==> src/rtl/pipe_ctrl_pkg.sv <==
// pipe_ctrl_pkg: shared types and constants for the pipeline stall/flush controller.
// Contents: controller state enum, register-zero index, default multiply latency,
// and a packed bundle of the eight stage-control bits with its canonical patterns.
package pipe_ctrl_pkg;
    typedef enum logic {RUN, MUL} state_e;
    localparam int REG_ZERO = 0;
    localparam int MUL_LAT_DEF = 4;
    typedef struct packed {
        logic pc_en;
        logic ifid_en;
        logic ifid_flush;
        logic idex_en;
        logic idex_flush;
        logic exmem_en;
        logic exmem_flush;
        logic memwb_en;
    } stage_ctrl_t;
    // Bit order matches the struct: pc_en first, memwb_en last.
    localparam stage_ctrl_t CTRL_RUN = 8'b1101_0101;
    localparam stage_ctrl_t CTRL_RST = 8'b0010_1010;
    localparam stage_ctrl_t CTRL_FRZ = 8'b0000_0000;
    localparam stage_ctrl_t CTRL_BR  = 8'b1111_1101;
    localparam stage_ctrl_t CTRL_MUL = 8'b0000_0111;
    localparam stage_ctrl_t CTRL_LU  = 8'b0001_1101;
endpackage

==> src/rtl/hazard_detect.sv <==
// hazard_detect: combinational load-use compare between the ID sources and the EX load.
// Ports: id_rs/id_rt + use flags from ID, ex_rd/ex_mem_read from EX, load_use result.
module hazard_detect
    import pipe_ctrl_pkg::*;
#(
    parameter int RA_W = 5
) (
    input  logic [RA_W-1:0] id_rs,
    input  logic [RA_W-1:0] id_rt,
    input  logic            id_uses_rs,
    input  logic            id_uses_rt,
    input  logic [RA_W-1:0] ex_rd,
    input  logic            ex_mem_read,
    output logic            load_use
);
    assign load_use = ex_mem_read & (ex_rd != RA_W'(REG_ZERO)) &
                      ((id_uses_rs & (id_rs == ex_rd)) | (id_uses_rt & (id_rt == ex_rd)));
endmodule

==> src/rtl/pipe_hazard_ctrl.sv <==
// pipe_hazard_ctrl: stall/flush controller for the 5-stage pipeline registers and PC.
// Inputs: ID source fields, EX load/multiply/branch status, data-memory handshake.
// Outputs: per-stage enable/flush lines (combinational) and a 32-bit stall-cycle counter.
module pipe_hazard_ctrl
    import pipe_ctrl_pkg::*;
#(
    parameter int MUL_LAT = MUL_LAT_DEF,
    parameter int RA_W    = 5
) (
    input  logic            clk,
    input  logic            rst,
    input  logic [RA_W-1:0] id_rs,
    input  logic [RA_W-1:0] id_rt,
    input  logic            id_uses_rs,
    input  logic            id_uses_rt,
    input  logic [RA_W-1:0] ex_rd,
    input  logic            ex_mem_read,
    input  logic            ex_is_mul,
    input  logic            ex_branch_taken,
    input  logic            dmem_req,
    input  logic            dmem_ready,
    output logic            pc_en,
    output logic            ifid_en,
    output logic            ifid_flush,
    output logic            idex_en,
    output logic            idex_flush,
    output logic            exmem_en,
    output logic            exmem_flush,
    output logic            memwb_en,
    output logic [31:0]     stall_cycles
);
    // The trigger cycle is the first stalled EX cycle, so MUL holds MUL_LAT-2 more
    // cycles; the counter stores how many MUL cycles remain after the current one.
    localparam logic [3:0] MUL_INIT = 4'(MUL_LAT > 2 ? MUL_LAT - 3 : 0);

    state_e      state_q, state_d;
    logic [3:0]  cnt_q, cnt_d;
    logic        done_q, done_d;
    logic [31:0] stall_q;
    logic        frz, load_use, mul_trig;
    stage_ctrl_t ctrl;

    hazard_detect #(.RA_W(RA_W)) u_hd (
        .id_rs      (id_rs),
        .id_rt      (id_rt),
        .id_uses_rs (id_uses_rs),
        .id_uses_rt (id_uses_rt),
        .ex_rd      (ex_rd),
        .ex_mem_read(ex_mem_read),
        .load_use   (load_use)
    );

    always_comb begin
        frz      = dmem_req & ~dmem_ready;
        mul_trig = ex_is_mul & ~done_q & (MUL_LAT > 1);
        ctrl     = CTRL_RUN;
        state_d  = state_q;
        cnt_d    = cnt_q;
        done_d   = done_q;
        if (rst) begin
            ctrl = CTRL_RST;
        end else if (frz) begin
            ctrl = CTRL_FRZ;
        end else if (state_q == MUL) begin
            ctrl = CTRL_MUL;
            if (cnt_q == 4'd0) begin
                state_d = RUN;
                done_d  = 1'b1;
            end else begin
                cnt_d = cnt_q - 4'd1;
            end
        end else if (ex_branch_taken) begin
            ctrl   = CTRL_BR;
            done_d = 1'b0;
        end else if (mul_trig) begin
            ctrl = CTRL_MUL;
            // A two-cycle multiply is fully covered by the trigger cycle itself.
            if (MUL_LAT > 2) begin
                state_d = MUL;
                cnt_d   = MUL_INIT;
            end else begin
                done_d = 1'b1;
            end
        end else if (load_use) begin
            ctrl   = CTRL_LU;
            done_d = 1'b0;
        end else begin
            done_d = 1'b0;
        end
    end

    always_ff @(posedge clk) begin
        if (rst) begin
            state_q <= RUN;
            cnt_q   <= 4'd0;
            done_q  <= 1'b0;
            stall_q <= 32'd0;
        end else begin
            state_q <= state_d;
            cnt_q   <= cnt_d;
            done_q  <= done_d;
            if (!ctrl.pc_en) stall_q <= stall_q + 32'd1;
        end
    end

    assign pc_en        = ctrl.pc_en;
    assign ifid_en      = ctrl.ifid_en;
    assign ifid_flush   = ctrl.ifid_flush;
    assign idex_en      = ctrl.idex_en;
    assign idex_flush   = ctrl.idex_flush;
    assign exmem_en     = ctrl.exmem_en;
    assign exmem_flush  = ctrl.exmem_flush;
    assign memwb_en     = ctrl.memwb_en;
    assign stall_cycles = stall_q;
endmodule

==> config.mk <==
export PLATFORM = sky130hd
export DESIGN_NAME = pipe_hazard_ctrl
export DESIGN_NICKNAME = d
export VERILOG_FILES = /design/src/rtl/pipe_ctrl_pkg.sv /design/src/rtl/hazard_detect.sv /design/src/rtl/pipe_hazard_ctrl.sv
export SDC_FILE = /design/constraint.sdc
export NUM_CORES = 1
export LEC_CHECK = 0
export BUFFER_PORTS_ARGS = -buffer_cell sky130_fd_sc_hd__buf_2
export CAP_MARGIN = 20
export CORE_MARGIN = 3
export CORE_UTILIZATION = 43
export CTS_CLUSTER_SIZE = 40
export DETAILED_ROUTE_END_ITERATION = 8
export GPL_ROUTABILITY_DRIVEN = 0
export HOLD_SLACK_MARGIN = 0.05
export PLACE_DENSITY_LB_ADDON = 0.05
export SLEW_MARGIN = 10
export SYNTH_ARGS = -nofsm -noshare
export SYNTH_HDL_FRONTEND = slang
export SYNTH_SLANG_ARGS = --single-unit
==> constraint.sdc <==
create_clock -name clk -period 2 [get_ports clk]
set_input_delay 0.2 -clock clk [delete_from_list [all_inputs] [get_ports clk]]
set_output_delay 0.2 -clock clk [all_outputs]
set_load 0.01 [all_outputs]
==> impl_metrics.json <==
{
  "holdPathEnd": "done_q",
  "grt_start_max_net_pins": 43,
  "cts_tree": "built",
  "grt.total_usage_pct": 17.36,
  "core_um2": 4504,
  "cp_slowest_cell": "nor4_2",
  "final_nets": 364,
  "grt_pass1_vias": 1807,
  "timing.rr.start": "done_q",
  "path_max_fanout": 6,
  "drc_errors": 0,
  "hold_class": "in2reg",
  "overflow": 0,
  "multi_input_area_um2": 1216,
  "synthCells": 258,
  "grt_pass1_wl_um": 7728,
  "timing.final.ws_setup_ns": 0.1140,
  "ys.flop_type": "dfxtp_1",
  "ys_seq_area_share_pct": 36.63,
  "fillers": 424,
  "antennaDiodeCount": 0,
  "synth_fp_nets": 284,
  "num_vias": 2090,
  "rows": 24,
  "fp.dieW_um": 75.50,
  "syn-cell-area_um2": 2077,
  "reg2reg_slack_ns": 0.13,
  "setup_viol": 0,
  "synth_warnings": 0,
  "holdWs_ns": 0.4171,
  "cts_max_level": 2,
  "worst_pin_slew_ns": 0.4349,
  "crit_path_cell_trace": "nor3b_1, nor4_2, inv_1, a31oi_4, buf_6, buf_2",
  "power_density_nw_per_um2": 564.4,
  "avgSynthCellArea_um2": 8.050,
  "cts_buffers": 5,
  "pre_cts_slack_ns": 0.006999,
  "die_area_um2": 5700,
  "tns_ns": 0,
  "die_y_um": 75.50,
  "async_flop_share_pct": 0,
  "leakage_nw": 1.073,
  "vdd_drop_max_mv": 0.4955,
  "rsz0062_at_grt": "yes",
  "initial_core_util_pct": 46.11,
  "route.met2.wl_um": 2391,
  "drt-initial-drc-count": 111,
  "end_kind": "primary output",
  "fmax_ghz": 0.5302,
  "ys_types": 43,
  "period_needed_ns": 1.886,
  "seqCellArea_um2": 763.2,
  "r2r_cells": 9,
  "status": "completed",
  "ys_ff_latch": 38,
  "synthToLayoutAreaGrowth_pct": 28.31,
  "crit_type": "reg2out",
  "fin_crit_sh_pct": 94.30,
  "arrival_ns": 1.69,
  "synth-edff-count": 0,
  "ioPinCount": 64,
  "clk_latency_ns": 0.28,
  "wl_per_cell_um": 12.69,
  "rr_endpoint": "stall_cycles[6]",
  "min_from": "dmem_ready",
  "ctsHoldBuffers": 0,
  "postRouteAntennaNets": 0,
  "drtPass1Iterations": 4,
  "maxSlewViolCount": 0,
  "dr.max_layer_used": "met4",
  "dr_wl_met3_um": 139,
  "antenna_found_initial": 0,
  "cap_violations": 0,
  "root_buffer": "clkbuf_8",
  "fin_skew_ns": 0.004123,
  "start_kind": "register",
  "wl_met1_um": 2360,
  "hold_viol": 0,
  "final_util_pct": 59.17,
  "clock-sinks": 38,
  "slowest_delay_ns": 0.37,
  "clk_pin_slew_worst_paths_ns": 0.07,
  "via_per_inst": 5.359,
  "hpwl_um": 3757,
  "holdPathStages": 5,
  "slew_headroom_pct": 71.01,
  "routed_wl_um": 4949,
  "cp_data_required_time_ns": 1.80,
  "io_buffers": 63,
  "cts_buffer_depth": 2,
  "drive_gt1_share_pct": 31.36
}
-- critical path, delay by kind of cell (launching register included) --
| family | cells | cell delay, ns |
|---|---|---|
| compound gates | 1 | 0.23 |
| simple gates | 2 | 0.43 |
| buf+inv | 3 | 0.40 |
| flops | 1 | 0.34 |
-- cell families after synthesis --
| family | share of synthesized area [%] |
|---|---|
| xor gates and xnor gates | 5.060 |
| AOI/OAI and AO/OA | 20.18 |
| buffers and inverters | 5.723 |
| DFF | 36.63 |
| and+or+nand+nor | 30.18 |
| muxes | 1.024 |
| adders and majority gates | 1.205 |
-- flip-flops by register name (all words and copies together), names as in the netlist --
signal,cells
stall_cycles,32
cnt_q,4
state_q,1
done_q,1
-- worst max-delay path by stage --
stage                          from                to  depth (start not counted)
floorplan           stall_cycles[3]  stall_cycles[24]                          7
global placement           ex_rd[2]  stall_cycles[20]                          8
detailed placement         ex_rd[1]  stall_cycles[20]                          8
CTS                 stall_cycles[4]  stall_cycles[26]                          6
global route                 done_q             pc_en                          6
finish                       done_q             pc_en                          6
-- cell usage in the layout (no fill, tap or decap), types with 2 or more instances in the layout --
master	count
o31ai_1	4
dfxtp_1	36
and4_1	2
o22ai_1	2
nor4_1	3
o21ai_1	6
inv_1	8
or3_1	26
o21ai_0	19
clkbuf_1	2
a21oi_1	32
nand3_1	6
buf_4	25
xor2_1	2
xnor2_1	10
nand4_1	13
and3_1	2
nand2_1	18
clkbuf_8	5
nand3_2	2
nor3_1	2
or4_1	6
ha_1	2
nor2b_1	2
nor2_1	16
buf_2	63
dfxtp_2	2
nand2b_1	2
-- cell usage after synthesis (2+ instances only) --
library cell | count | share of area [%]
o21ai_0 | 19 | 4.6
xor2_1 | 2 | 0.84
o21ai_1 | 6 | 1.4
o31ai_1 | 4 | 1.4
inv_1 | 8 | 1.4
nand4_1 | 13 | 3.9
nor3_1 | 2 | 0.48
and3_1 | 3 | 0.90
nor2b_1 | 2 | 0.60
nand3_1 | 7 | 1.7
nand2b_1 | 2 | 0.60
clkbuf_1 | 8 | 1.4
xnor2_1 | 10 | 4.2
or3_1 | 26 | 7.8
or4_1 | 6 | 2.2
and4_1 | 2 | 0.84
nor4_1 | 4 | 1.2
nor2_1 | 17 | 3.1
a21oi_1 | 32 | 7.7
buf_4 | 5 | 1.8
dfxtp_1 | 38 | 37
buf_2 | 2 | 0.48
o22ai_1 | 2 | 0.60
ha_1 | 2 | 1.2
nand2_1 | 18 | 3.3
-- area by class of cell --
class                   count  share of cell area (%)
flip-flops and latches     38                   28.64
well taps                  52                   2.441
repair buffers             89                   19.30
clock buffers               7                   2.864
multi-input cells         196                   45.63
inverters                   8                   1.127
-- timing repair --
action | 4_1_cts | 5_1_grt
resized for setup | 0 | 7
setup endpoints to repair | 0 | 12
buffers inserted | 0 | 3
-- stage by stage --
step / std cells / area, µm² / total power [mW]
after floorplan: 258 / 2083 / 0.9372
after global routing: 390 / 2665 / 1.579
after CTS: 387 / 2624 / 1.522
after global placement: 380 / 2547 / 1.020
final: 390 / 2665 / 1.504
after detailed placement: 380 / 2547 / 1.024
-- routing by layer --
metal | track usage (%) | vias up
met2 | 29.34 | 28
li1 | - | 1103
met3 | 3.562 | 5
met1 | 21.77 | 954
met5 | 0 | -
met4 | 6.408 | 0
-- power breakdown --
part	internal, mW	switching (mW)
registers	0.771	0.0141
clock network	0.240	0.251
logic	0.108	0.120
total	1.12	0.386
(Power assumes the default switching activity.)
